<file path="src/rtl/hamming_pkg.sv">
// Shared constants, helpers and error-class enum for the SECDED Hamming decoder.
package hamming_pkg;

    typedef enum logic [1:0] {
        CLEAN = 2'd0,
        SEC   = 2'd1,
        DED   = 2'd2
    } err_class_e;

    // Smallest p with 2^p >= data_w + p + 1.
    function automatic int calc_par_w(input int data_w);
        int res;
        res = 0;
        for (int p = 1; p < 8; p++) begin
            if (res == 0 && (1 << p) >= data_w + p + 1) begin
                res = p;
            end
        end
        return res;
    endfunction

    // 1-based Hamming position of data bit idx (skips power-of-two positions).
    function automatic int data_pos(input int idx);
        int cnt;
        int res;
        cnt = 0;
        res = 0;
        for (int pos = 1; pos < 128; pos++) begin
            if ((pos & (pos - 1)) != 0) begin
                if (cnt == idx && res == 0) begin
                    res = pos;
                end
                cnt++;
            end
        end
        return res;
    endfunction

endpackage

</file>
<file path="src/rtl/hamming_syndrome.sv">
// Combinational syndrome and overall-parity generator for a SECDED codeword.
module hamming_syndrome
    import hamming_pkg::*;
#(
    parameter  int DATA_W = 4,
    localparam int PAR_W  = calc_par_w(DATA_W),
    localparam int CODE_W = DATA_W + PAR_W + 1
) (
    input  logic [CODE_W-1:0] code_i,
    output logic [PAR_W-1:0]  syndrome_o,
    output logic              p_all_o
);

    always_comb begin
        syndrome_o = '0;
        for (int pos = 1; pos < CODE_W; pos++) begin
            for (int k = 0; k < PAR_W; k++) begin
                if (((pos >> k) & 1) == 1) begin
                    syndrome_o[k] = syndrome_o[k] ^ code_i[pos-1];
                end
            end
        end
        p_all_o = ^code_i;
    end

endmodule

</file>
<file path="src/rtl/hamming_secded_dec.sv">
// Two-stage SECDED Hamming decoder with valid/ready flow control and
// saturating single/double error counters.
module hamming_secded_dec
    import hamming_pkg::*;
#(
    parameter  int DATA_W = 4,
    parameter  int CNT_W  = 16,
    localparam int PAR_W  = calc_par_w(DATA_W),
    localparam int CODE_W = DATA_W + PAR_W + 1
) (
    input  logic              clk,
    input  logic              rst_n,
    input  logic              in_valid_i,
    output logic              in_ready_o,
    input  logic [CODE_W-1:0] code_i,
    input  logic              corr_en_i,
    output logic              out_valid_o,
    input  logic              out_ready_i,
    output logic [DATA_W-1:0] data_o,
    output logic [PAR_W-1:0]  syndrome_o,
    output logic              sec_o,
    output logic              ded_o,
    output logic [CNT_W-1:0]  sec_cnt_o,
    output logic [CNT_W-1:0]  ded_cnt_o,
    input  logic              clr_cnt_i
);

    logic              advance;
    logic              xfer;
    logic [PAR_W-1:0]  syn_in;
    logic              pall_in;

    logic              s1_valid_q, s1_valid_d;
    logic [CODE_W-1:0] s1_code_q,  s1_code_d;
    logic              s1_corr_q,  s1_corr_d;
    logic [PAR_W-1:0]  s1_syn_q,   s1_syn_d;
    logic              s1_pall_q,  s1_pall_d;

    logic              out_valid_q, out_valid_d;
    logic [DATA_W-1:0] data_q,      data_d;
    logic [PAR_W-1:0]  syn_q,       syn_d;
    logic              sec_q,       sec_d;
    logic              ded_q,       ded_d;
    logic [CNT_W-1:0]  sec_cnt_q,   sec_cnt_d;
    logic [CNT_W-1:0]  ded_cnt_q,   ded_cnt_d;

    err_class_e        err_class;
    logic              do_flip;
    logic [DATA_W-1:0] dec_data;
    logic              unused_code;

    hamming_syndrome #(.DATA_W(DATA_W)) u_syndrome (
        .code_i     (code_i),
        .syndrome_o (syn_in),
        .p_all_o    (pall_in)
    );

    assign advance    = !out_valid_q || out_ready_i;
    assign in_ready_o = advance;
    assign xfer       = out_valid_q && out_ready_i;

    always_comb begin
        err_class = CLEAN;
        if (s1_pall_q) begin
            if (int'(s1_syn_q) < CODE_W) begin
                err_class = SEC;
            end else begin
                err_class = DED;
            end
        end else if (s1_syn_q != '0) begin
            err_class = DED;
        end
    end

    assign do_flip = (err_class == SEC) && s1_corr_q;

    // Syndrome 0 with p_all set points at the overall parity bit, so no data bit flips.
    for (genvar g = 0; g < DATA_W; g++) begin : g_extract
        localparam int POS = data_pos(g);
        assign dec_data[g] = s1_code_q[POS-1] ^ (do_flip && (s1_syn_q == PAR_W'(POS)));
    end

    // Parity positions are only consumed through the registered syndrome and p_all.
    assign unused_code = ^s1_code_q;

    always_comb begin
        s1_valid_d  = s1_valid_q;
        s1_code_d   = s1_code_q;
        s1_corr_d   = s1_corr_q;
        s1_syn_d    = s1_syn_q;
        s1_pall_d   = s1_pall_q;
        out_valid_d = out_valid_q;
        data_d      = data_q;
        syn_d       = syn_q;
        sec_d       = sec_q;
        ded_d       = ded_q;
        if (advance) begin
            s1_valid_d  = in_valid_i;
            s1_code_d   = code_i;
            s1_corr_d   = corr_en_i;
            s1_syn_d    = syn_in;
            s1_pall_d   = pall_in;
            out_valid_d = s1_valid_q;
            data_d      = dec_data;
            syn_d       = s1_syn_q;
            sec_d       = s1_valid_q && (err_class == SEC);
            ded_d       = s1_valid_q && (err_class == DED);
        end
    end

    always_comb begin
        sec_cnt_d = sec_cnt_q;
        ded_cnt_d = ded_cnt_q;
        if (clr_cnt_i) begin
            sec_cnt_d = '0;
            ded_cnt_d = '0;
        end else begin
            if (xfer && sec_q && (sec_cnt_q != '1)) begin
                sec_cnt_d = sec_cnt_q + CNT_W'(1);
            end
            if (xfer && ded_q && (ded_cnt_q != '1)) begin
                ded_cnt_d = ded_cnt_q + CNT_W'(1);
            end
        end
    end

    always_ff @(posedge clk or negedge rst_n) begin
        if (!rst_n) begin
            s1_valid_q  <= 1'b0;
            s1_code_q   <= '0;
            s1_corr_q   <= 1'b0;
            s1_syn_q    <= '0;
            s1_pall_q   <= 1'b0;
            out_valid_q <= 1'b0;
            data_q      <= '0;
            syn_q       <= '0;
            sec_q       <= 1'b0;
            ded_q       <= 1'b0;
            sec_cnt_q   <= '0;
            ded_cnt_q   <= '0;
        end else begin
            s1_valid_q  <= s1_valid_d;
            s1_code_q   <= s1_code_d;
            s1_corr_q   <= s1_corr_d;
            s1_syn_q    <= s1_syn_d;
            s1_pall_q   <= s1_pall_d;
            out_valid_q <= out_valid_d;
            data_q      <= data_d;
            syn_q       <= syn_d;
            sec_q       <= sec_d;
            ded_q       <= ded_d;
            sec_cnt_q   <= sec_cnt_d;
            ded_cnt_q   <= ded_cnt_d;
        end
    end

    assign out_valid_o = out_valid_q;
    assign data_o      = data_q;
    assign syndrome_o  = syn_q;
    assign sec_o       = sec_q;
    assign ded_o       = ded_q;
    assign sec_cnt_o   = sec_cnt_q;
    assign ded_cnt_o   = ded_cnt_q;

endmodule
</file>
<file path="config.mk">
export PLATFORM = sky130hd
export DESIGN_NAME = hamming_secded_dec
export DESIGN_NICKNAME = d
export VERILOG_FILES = /design/src/rtl/hamming_pkg.sv /design/src/rtl/hamming_syndrome.sv /design/src/rtl/hamming_secded_dec.sv
export SDC_FILE = /design/constraint.sdc
export NUM_CORES = 1
export LEC_CHECK = 0
export ABC_AREA = 1
export CAP_MARGIN = 20
export CORE_MARGIN = 5
export CORE_UTILIZATION = 41
export DETAILED_ROUTE_END_ITERATION = 7
export DONT_BUFFER_PORTS = 1
export SYNTH_ARGS = -nofsm -noshare
export SYNTH_HDL_FRONTEND = slang
export SYNTH_SLANG_ARGS = --single-unit
</file>
<file path="constraint.sdc">
create_clock -name clk -period 2.65 [get_ports clk]
set_input_delay 0.53 -clock clk [delete_from_list [all_inputs] [get_ports clk]]
set_output_delay 0.53 -clock clk [all_outputs]
set_load 0.005 [all_outputs]
</file>
==> metrics, run 1 <==
Sink Count=52; Num CTS Buffers=5; Crit Path Class=flip-flop to flip-flop; total power=between 0.0015 and 0.002 W; Fin. Hold Viols=0; R2R depth=9; Slew headroom=0.540; largest net degree at the start of global routing=53; CTS tree=yes; area growth from synthesis to layout=6.51%; post-DP HPWL=5.40 mm; full die area=9380 sq um; Critical-path top delay cell=nor2_1; status=finished clean; CTS root buf=clkbuf_8; period utilization=0.767; Die Wd=96.9 microns; # rows=31; Reg2Reg Launch Point=ded_cnt_o[1]; # resized after CTS=0; routability cong.=0.812; initial antenna violation count=0; # DRC=0; Post-Synth Adder-Cell Area=0.00809; crit path time final=slightly above 2 ns; Synth Instances=approximately 450; mux cell area share after synthesis=0; Post-CTS Setup Bufs=0; commonest non-fill, non-tap cell in the layout=nand2_1; Seq/Total Area, Yosys=0.421; Crit Reg-Reg Endpoint=ded_cnt_o[11]; Vias=2735; main combinational cell family by area after synthesis=simple AND/OR/NAND/NOR gates; Synth Area in Compound Gates=0.0590; Antenna Cells=0; clock latency on the worst-skew pair=0.31 ns; Hold WC Path Type=primary input to async pin; commonest cells after routing, fill and taps aside=nand2_1 (174), inv_1 (54), dfrtp_1 (52), nor2_1 (43), nand3_1 (33); layout cells sized above 1=0.0487; Netlist cell types=26; Avg Synthesized Cell Area=between 6 and 7 sq um; Simple-Gate Fraction of Synth Area=0.381; Crit. End Element=flip-flop; Max Clock Freq=492 MHz; leakage=between 1.5 and 2 nW; Nets=467; Pwr per Cell Area=approximately 480 nW/um^2; crit-path most repeated cell=nand2_1; DRT Pass-1 Iters=6; area post-placement=3170 sq um; final WL=7.21 mm; max-slew violations=0; first-pass GRT wire length=12.8 mm; Final Skew=0.0158 ns; WL/cell=13.1 microns; Peak supply drop=about 0.00019 V; Ports=between 50 and 60; Initial Utilization=0.424; Worst path max stage delay=0.52 ns; design area=3300 sq um; CP max FO=11; H-tree depth=2; Ys Warns=0; post-route ant nets=0; Die Y=96.9 microns; CTS Buffer Depth=2; RSZ-0062 raised after global routing=no; setup TNS=0 ns; Least-Margin Pin Slew=0.688 ns; vias per inst=slightly below 5; GRT Residual Overflow=0; Net Count, Synth=467; core area=7290 sq um; 1st-iter DRT viols=87; vias in the first global route=roughly 2600; reg2reg setup slack=between 0.6 and 0.7 ns; Hold WS=0.0683 ns; startpoint types=flip-flop; clock-pin transition on the worst setup and hold timing paths=0.11 ns; GRT Total Usage=0.160; IO buf count=0; XOR/XNOR Fraction of Synth Area=0.0453; synthesized area=3090 sq um; cells along the critical path=ha_1 -> nand2_1 -> nor2_2 -> nand2_2 -> nor2_1 -> nor2_1 -> nor2_2 -> nand2_1 -> nand2_1; Arrival @ worst endpoint=2.23 ns; Max Cap Violations=0; required time worst endpoint=about 2.9 ns; flops & latches, synth=52; endpoints failing setup=0
-- Yosys cell counts, drive strengths merged --
cell    instances  area share
nor2           52       0.072
nand3b          2      0.0049
xnor2           3      0.0085
buf             6       0.014
dfrtp          52        0.42
a21oi           2      0.0032
ha              2      0.0081
inv            55       0.067
o21ai          29       0.047
nand4          17       0.034
nand3          33       0.053
clkbuf          4      0.0049
or2             1      0.0020
xor2           13       0.037
nand2         175        0.21
a31oi           2      0.0040
o21bai          2      0.0049
nor3            1      0.0016
-- critical path, delay by kind of cell, from the launching register on --
family | cells | cell delay [ns]
AND/OR/NAND/NOR | 8 | 1.21
flip-flops | 1 | 0.46
adder cells (fa/ha/maj) | 1 | 0.24
-- flip-flops by register name (all words and copies together) (netlist names) --
register	count
data_o	4
ded_cnt_o	16
ded_o	1
out_valid_o	1
s1_code_q	4
s1_corr_q	1
s1_pall_q	1
s1_syn_q	3
s1_valid_q	1
sec_cnt_o	16
sec_o	1
syndrome_o	3
-- per-layer routing --
metal	wire, microns	track usage
met3	486	0.0489
met2	3340	0.261
met5	0	0
met4	31	0.0292
met1	3350	0.211
-- cell type report --
class                           instances  area, sq um
Clock buffer                            7         86.3
Clock inverter                          1         7.51
Fill cell                             801         4000
Inverter                               55          206
Multi-Input combinational cell        334         1530
Sequential cell                        52         1300
Tap cell                               99          124
Timing Repair Buffer                    3         42.5
-- timing repair --
| item | in CTS | in global routing |
|---|---|---|
| hold buffers | 1 | 0 |
| endpoints found under the hold margin | 52 | 0 |
| endpoints found under the setup margin | 0 | 0 |
-- cell families (layout without fill, tap and decap cells) --
family / after synthesis / in the layout
xor+xnor: 16 / 16
simple gates: 281 / 281
fa+ha+maj: 2 / 2
buf+inv: 65 / 66
flops: 52 / 52
compound gates: 35 / 35
-- through the flow --
| step | instances | util | worst slack [ns] |
|---|---|---|---|
| 2_1_floorplan | 451 | - | 1.08 |
| 3_3_place_gp | 542 | 0.435 | 0.616 |
| 3_5_place_dp | 542 | 0.435 | 0.604 |
| 4_1_cts | 551 | 0.452 | 0.576 |
| 5_1_grt | 551 | 0.452 | 0.425 |
| 6_report | 551 | 0.452 | 0.616 |
-- worst max path at each step --
stage	start	endpoint	slack, ns	cells after the start
2_1_floorplan	out_ready_i	in_ready_o	1.08	3
3_3_place_gp	ded_cnt_o[0]	ded_cnt_o[9]	0.62	9
3_5_place_dp	ded_cnt_o[1]	ded_cnt_o[8]	0.60	9
4_1_cts	ded_cnt_o[1]	ded_cnt_o[11]	0.58	9
5_1_grt	ded_cnt_o[1]	ded_cnt_o[11]	0.43	9
6_report	ded_cnt_o[1]	ded_cnt_o[11]	0.62	9
-- report_power, final --
part,internal (W),switching [W]
Clock,0.000213,0.000267
Combinational,0.0000654,0.000137
Sequential,0.000855,0.0000596
Total,0.00113,0.000463
Note: power is estimated with default switching activity, not from simulation.
==> run 2: changes to the inputs <==
--- a/config.mk
+++ b/config.mk
@@ -5,7 +5,7 @@
 export SDC_FILE = /design/constraint.sdc
 export NUM_CORES = 1
 export LEC_CHECK = 0
-export ABC_AREA = 1
+export ABC_AREA = 0
 export CAP_MARGIN = 20
 export CORE_MARGIN = 5
 export CORE_UTILIZATION = 41
==> constraint.sdc (replaced) <==
create_clock -name clk -period 1.7 [get_ports clk]
set_input_delay 0.34 -clock clk [delete_from_list [all_inputs] [get_ports clk]]
set_output_delay 0.34 -clock clk [all_outputs]
set_load 0.005 [all_outputs]
==> run 2 against run 1 <==
Against the previous run:
- the run now ends with negative setup slack left
- sequential power increased by 59%
- clock skew is 0.0049 ns lower
- via count decreased by 9.5%
- worst hold slack gained 0.017 ns
- first-iteration DRC count is 3.4% higher
- utilization up 8.4 points
- critical path depth is 5 lower
- critical endpoint is now ded_cnt_o[15]
- largest power group unchanged
- highest routed layer unchanged
==> metrics, run 2 <==
non-filler cells, final=439 (was 551); Buf/Inv on CP=0 (unchanged); flops & latches, synth=52 (unchanged); routability cong.=0.790 (was 0.812); commonest non-fill, non-tap cell in the layout=buf_4 (was nand2_1); total power=0.00257 W (was 0.00160 W); layout cells sized above 1=0.304 (was 0.0487); # DRC=0 (unchanged); GRT Total Usage=0.165 (was 0.160); Nets=374 (was 467); GRT Residual Overflow=0 (unchanged); Fin. Hold Viols=0 (unchanged); Netlist cell types=44 (was 26); Die Y=92.1 microns (was 96.9 microns); CP max FO=4 (was 11); Slew headroom=0.714 (was 0.540); Synth area leaders=dfrtp_1 (47%), nand2_1 (6.8%), xnor2_1 (4.1%) (was dfrtp_1 (42%), nand2_1 (21%), inv_1 (6.6%)); Num CTS Buffers=5 (unchanged); post-DP HPWL=4.91 mm (was 5.40 mm); # rows=30 (was 31); Final Skew=0.0109 ns (was 0.0158 ns); max layer used=met4 (unchanged); status=finished, violations left (was finished clean); cell taking the most area after synthesis=dfrtp_1 (unchanged); placed instance count=416 (was 542); Die Wd=92.1 microns (was 96.9 microns); Final WS setup=-0.0250 ns (was 0.616 ns); startpoint types=flip-flop (unchanged); crit-path leading delay family=compound AO/OA/AOI/OAI gates (was simple AND/OR/NAND/NOR gates); Vias=2476 (was 2735); mux cell area share after synthesis=0.0235 (was 0); Arrival @ worst endpoint=1.97 ns (was 2.23 ns); Worst path max stage delay=0.51 ns (was 0.52 ns); Synth Instances=296 (was 451); Async SR Flop Fraction=1.00 (unchanged); failing checks=negative setup slack; Max Cap Violations=0 (unchanged); Simple-Gate Fraction of Synth Area=0.276 (was 0.381); commonest cells after routing, fill and taps aside=buf_4 (62), nand2_1 (49), dfrtp_1 (49), a21oi_1 (16), nor2_1 (15) (was nand2_1 (174), inv_1 (54), dfrtp_1 (52), nor2_1 (43), nand3_1 (33)); Crit Path Class=flip-flop to flip-flop (unchanged); Least-Margin Pin Slew=0.428 ns (was 0.688 ns); area growth from synthesis to layout=29.4% (was 6.51%); synthesized area=2770 sq um (was 3090 sq um); synth cell count leaders=dfrtp_1 (52), nand2_1 (50), a21oi_1 (20) (was nand2_1 (174), inv_1 (54), dfrtp_1 (52)); Initial Utilization=0.414 (was 0.424); CTS tree=yes (unchanged); XOR/XNOR Fraction of Synth Area=0.0538 (was 0.0453); period utilization=1.01 (was 0.767); Seq/Total Area, Yosys=0.471 (was 0.421); Ports=57 (unchanged); first-pass GRT wire length=11.4 mm (was 12.8 mm); cells along the critical path=ha_2 -> a2111oi_4 -> or4b_4 -> a21oi_2 (was ha_1 -> nand2_1 -> nor2_2 -> nand2_2 -> nor2_1 -> nor2_1 -> nor2_2 -> nand2_1 -> nand2_1); clock latency on the worst-skew pair=0.31 ns (about the same); vias per inst=5.64 (was 4.96); post-route ant nets=0 (unchanged); main combinational cell family by area after synthesis=simple AND/OR/NAND/NOR gates (unchanged); endpoints failing setup=1 (was 0); 1st-iter DRT viols=90 (was 87); Sink Count=52 (unchanged); clock-pin transition on the worst setup and hold timing paths=0.10 ns (was 0.11 ns); RSZ-0062 raised after global routing=yes (was no); fill count=609 (was 801); Max Clock Freq=580 MHz (was 492 MHz); Hold WS=0.0851 ns (was 0.0683 ns); met2 wire len=3.36 mm (was 3.34 mm); Synth Area in Compound Gates=0.138 (was 0.0590); commonest register cell after synthesis=dfrtp_1 (unchanged); crit path time final=1.73 ns (was 2.03 ns); H-tree depth=2 (unchanged); count leader, synth=dfrtp_1 (was nand2_1); leakage=1.50 nW (was 1.64 nW); met1 WL=2.97 mm (was 3.35 mm); area post-placement=3190 sq um (was 3170 sq um); Ys Warns=0 (unchanged); core area=6680 sq um (was 7290 sq um); CTS root buf=clkbuf_8 (unchanged); WL/cell=16.1 microns (was 13.1 microns); final WL=7.05 mm (was 7.21 mm); Net Count, Synth=312 (was 467); Avg Synthesized Cell Area=9.34 sq um (was 6.86 sq um); Pwr per Cell Area=720 nW/um^2 (was 484 nW/um^2); Crit. End Element=flip-flop (unchanged); design area=3580 sq um (was 3300 sq um); Hold WC Path Type=primary input to flip-flop (was primary input to async pin); required time worst endpoint=1.94 ns (was 2.85 ns); Critical-path top delay cell=or4b_4 (was nor2_1); Peak supply drop=0.000600 V (was 0.000189 V); DRT Pass-1 Iters=4 (was 6); full die area=8490 sq um (was 9380 sq um); vias in the first global route=2261 (was 2589); initial antenna violation count=0 (unchanged); IO buf count=0 (unchanged); Place WS=-0.0260 ns (was 0.604 ns); Yosys top cell area share=0.471 (was 0.421); CTS Buffer Depth=2 (unchanged); Post-Synth Adder-Cell Area=0.00905 (was 0.00809); DR WL met3=647 microns (was 486 microns); largest net degree at the start of global routing=53 (unchanged); max-slew violations=0 (unchanged); Post-synth EDFFs=0 (unchanged); Antenna Cells=0 (unchanged)
==> run 2: final cells by class <==
type                    count  area [sq um]  share of cell area
multi-input cells         225          1530               0.428
flip-flops and latches     52          1310               0.365
repair buffers             65           514               0.144
well taps                  80           100              0.0280
clock buffers               5          68.8              0.0192
inverters                   9          33.8             0.00944
clock inverters             3          26.3             0.00734
==> run 2: routing by layer <==
layer	vias to the layer above	global-route usage
met5	-	0
met4	0	0.0408
met3	6	0.0615
li1	1201	-
met1	1194	0.215
met2	75	0.259
==> run 2: cell families (layout without fill, tap and decap cells) <==
family	after synthesis	after routing
fa+ha+maj	2	2
mux	6	6
xor+xnor	17	17
compound gates	58	58
flops	52	52
buf+inv	19	82
simple gates	142	142
==> run 2: final timing paths <==
path                         startpoint  cells past startpoint  slack [ns]            end
max                        ded_cnt_o[0]                      4       -0.03  ded_cnt_o[15]
max reg2reg                ded_cnt_o[0]                      4       -0.03  ded_cnt_o[15]
max in group asynchronous         rst_n                      2        0.91   sec_cnt_o[3]
min reg2reg                s1_code_q[4]                      2        0.50   s1_code_q[4]
min in group asynchronous         rst_n                      2        0.54      data_o[3]
min                           clr_cnt_i                      1        0.09  sec_cnt_o[10]
==> run 2: timing repair <==
| action | in CTS | in global routing |
|---|---|---|
| hold buffers | 2 | 0 |
| buffers inserted | 5 | 8 |
| gates resized for setup | 5 | 27 |
| endpoints found under the hold margin | 52 | 0 |
| endpoints found under the setup margin | 8 | 21 |
| pin swaps | 1 | 4 |
==> run 2: worst register-to-register path, stage by stage (launching register included) <==
cell       delay (ns)
dfrtp_1          0.39
ha_2             0.22
a2111oi_4        0.37
or4b_4           0.51
a21oi_2          0.17
==> run 2: power by group <==
part	switching (W)	internal, W
clock	0.000448	0.000301
sequential	0.000107	0.00134
combinational	0.000200	0.000174
total	0.000755	0.00182
==> run 2: metrics by stage <==
| step | setup TNS, ns | utilization |
|---|---|---|
| floorplan | 0 | - |
| global placement | -0.0187 | 0.478 |
| detailed placement | -0.0876 | 0.478 |
| CTS | -0.00571 | 0.508 |
| global route | -0.264 | 0.536 |
| finish | -0.0250 | 0.536 |
==> run 3: changes to the inputs <==
==> constraint.sdc (replaced) <==
create_clock -name clk -period 1.7 [get_ports clk]
set_input_delay 0.34 -clock clk [delete_from_list [all_inputs] [get_ports clk]]
set_output_delay 0.34 -clock clk [all_outputs]
set_load 0.05 [all_outputs]
==> run 3 against run 2 <==
Against the previous run:
- the run now ends clean
- via count grew 0.16%
- sequential power rose by 10%
- largest power group unchanged
- combinational power is 24% higher
- critical path type unchanged
- register-to-register slack improved by 0.05 ns
- clock skew increased by 0.0013 ns
- flip-flop and latch count stayed put
- maximum frequency is 3.1% higher
- cell area up 1.5%
==> metrics, run 3 (synthesis results as in run 2) <==
CTS Buffer Depth=2 (unchanged); commonest cells after routing, fill and taps aside=buf_4 (63), nand2_1 (50), dfrtp_2 (33), dfrtp_1 (19), a21oi_1 (16) (was buf_4 (62), nand2_1 (49), dfrtp_1 (49), a21oi_1 (16), nor2_1 (15)); routability cong.=0.870 (was 0.790); Die Y=92.1 microns (unchanged); Peak supply drop=0.000544 V (was 0.000600 V); Worst path max stage delay=0.46 ns (was 0.51 ns); # rows=30 (unchanged); Antenna Cells=0 (unchanged); leakage=1.46 nW (was 1.50 nW); Max Clock Freq=598 MHz (was 580 MHz); H-tree depth=2 (unchanged); CTS root buf=clkbuf_8 (unchanged); Crit Path Class=flip-flop to flip-flop (unchanged); cells along the critical path=and4_4 -> a2111oi_4 -> or4b_1 -> a21oi_1 (was ha_2 -> a2111oi_4 -> or4b_4 -> a21oi_2); Max Cap Violations=0 (unchanged); crit path time final=1.67 ns (was 1.73 ns); # DRC=0 (unchanged); post-DP HPWL=4.95 mm (was 4.91 mm); max-slew violations=0 (unchanged); met2 wire len=3.29 mm (was 3.36 mm); Nets=376 (was 374); clock latency on the worst-skew pair=0.31 ns (about the same); CP max FO=5 (was 4); post-route ant nets=0 (unchanged); GRT Residual Overflow=0 (unchanged); Pwr per Cell Area=774 nW/um^2 (was 720 nW/um^2); Core Util, Final=0.543 (was 0.536); Initial Utilization=0.414 (unchanged); first-pass GRT wire length=11.6 mm (was 11.4 mm); Fin. Hold Viols=0 (unchanged); final WL=6.86 mm (was 7.05 mm); Least-Margin Pin Slew=0.491 ns (was 0.428 ns); area growth from synthesis to layout=31.3% (was 29.4%); commonest non-fill, non-tap cell in the layout=buf_4 (unchanged); clock-pin transition on the worst setup and hold timing paths=0.10 ns (about the same); endpoints failing setup=0 (was 1); Final WS setup=0.0269 ns (was -0.0250 ns); Num CTS Buffers=5 (unchanged); WL/cell=15.6 microns (was 16.1 microns); largest net degree at the start of global routing=53 (unchanged); period utilization=0.984 (was 1.01); DR WL met3=386 microns (was 647 microns); RSZ-0062 raised after global routing=yes (unchanged); Sink Count=52 (unchanged); layout cells sized above 1=0.374 (was 0.304); Place WS=-0.0498 ns (was -0.0260 ns); DRT Pass-1 Iters=4 (unchanged); GRT Total Usage=0.167 (was 0.165); initial antenna violation count=0 (unchanged); startpoint types=flip-flop (unchanged); core area=6680 sq um (unchanged); met1 WL=3.04 mm (was 2.97 mm); Crit. End Element=flip-flop (unchanged); required time worst endpoint=1.93 ns (was 1.94 ns); vias per inst=5.62 (was 5.64); max layer used=met4 (unchanged); full die area=8490 sq um (unchanged); Final Skew=0.0122 ns (was 0.0109 ns); IO buf count=0 (unchanged); status=finished clean (was finished, violations left); vias in the first global route=2399 (was 2261); Hold WC Path Type=primary input to flip-flop (unchanged); CTS tree=yes (unchanged); Slew headroom=0.673 (was 0.714); Ports=57 (unchanged); Critical-path top delay cell=or4b_1 (was or4b_4); Die Wd=92.1 microns (unchanged); 1st-iter DRT viols=56 (was 90); Arrival @ worst endpoint=1.91 ns (was 1.97 ns); Vias=2480 (was 2476)
-- run 3: power by group --
part           switching, W  leakage (nW)  internal [W]
logic              0.000278         0.779      0.000184
registers          0.000257         0.635       0.00134
clock network      0.000442        0.0491      0.000304
total              0.000977          1.46       0.00183
-- run 3: cell type report --
| class | instances | area (sq um) |
|---|---|---|
| fill | 591 | 3050 |
| multi-input combinational | 225 | 1520 |
| sequential | 52 | 1340 |
| timing repair buffer | 67 | 542 |
| tap | 80 | 100 |
| clock buffer | 5 | 68.8 |
| inverter | 9 | 33.8 |
| clock inverter | 3 | 26.3 |
-- run 3: critical path: cells and delay by family (launching register included) --
family | cells | cell delay (ns)
AOI/OAI and AO/OA | 2 | 0.48
and+or+nand+nor | 2 | 0.66
DFF | 1 | 0.45
-- run 3: path summary, 6_finish.rpt --
| check | depth (start not counted) | slack [ns] | start | to |
|---|---|---|---|---|
| max in group asynchronous | 2 | 0.90 | rst_n | sec_cnt_o[13] |
| worst min register to register | 2 | 0.50 | s1_code_q[4] | s1_code_q[4] |
| min in group asynchronous | 2 | 0.56 | rst_n | data_o[3] |
| worst max-delay path | 4 | 0.03 | ded_cnt_o[13] | ded_cnt_o[15] |
| worst max register to register | 4 | 0.03 | ded_cnt_o[13] | ded_cnt_o[15] |
| worst min-delay path | 1 | 0.09 | clr_cnt_i | sec_cnt_o[12] |
-- run 3: repair_timing --
action | 4_1_cts | 5_1_grt
setup endpoints to repair | 3 | 19
hold buffers | 2 | 0
setup buffers | 3 | 8
resized for setup | 3 | 14
endpoints found under the hold margin | 52 | 0
pin swaps | 1 | 8
-- run 3: layer usage --
layer  track usage  vias to the layer above
li1              -                     1206
met2         0.283                       65
met1         0.205                     1193
met5             0                        -
met3        0.0476                       16
met4        0.0545                        0
-- run 3: metrics by stage --
step	area (sq um)	hold WS, ns	cells	TNS (ns)	total power, W
2_1_floorplan	2870	0.0444	296	-0.403	0.00193
3_3_place_gp	3340	0.0465	420	0	0.00203
3_5_place_dp	3340	0.0469	420	-0.0620	0.00204
4_1_cts	3510	0.0714	433	0	0.00285
5_1_grt	3630	0.0622	441	-0.0955	0.00297
6_report	3630	0.0909	441	0	0.00281
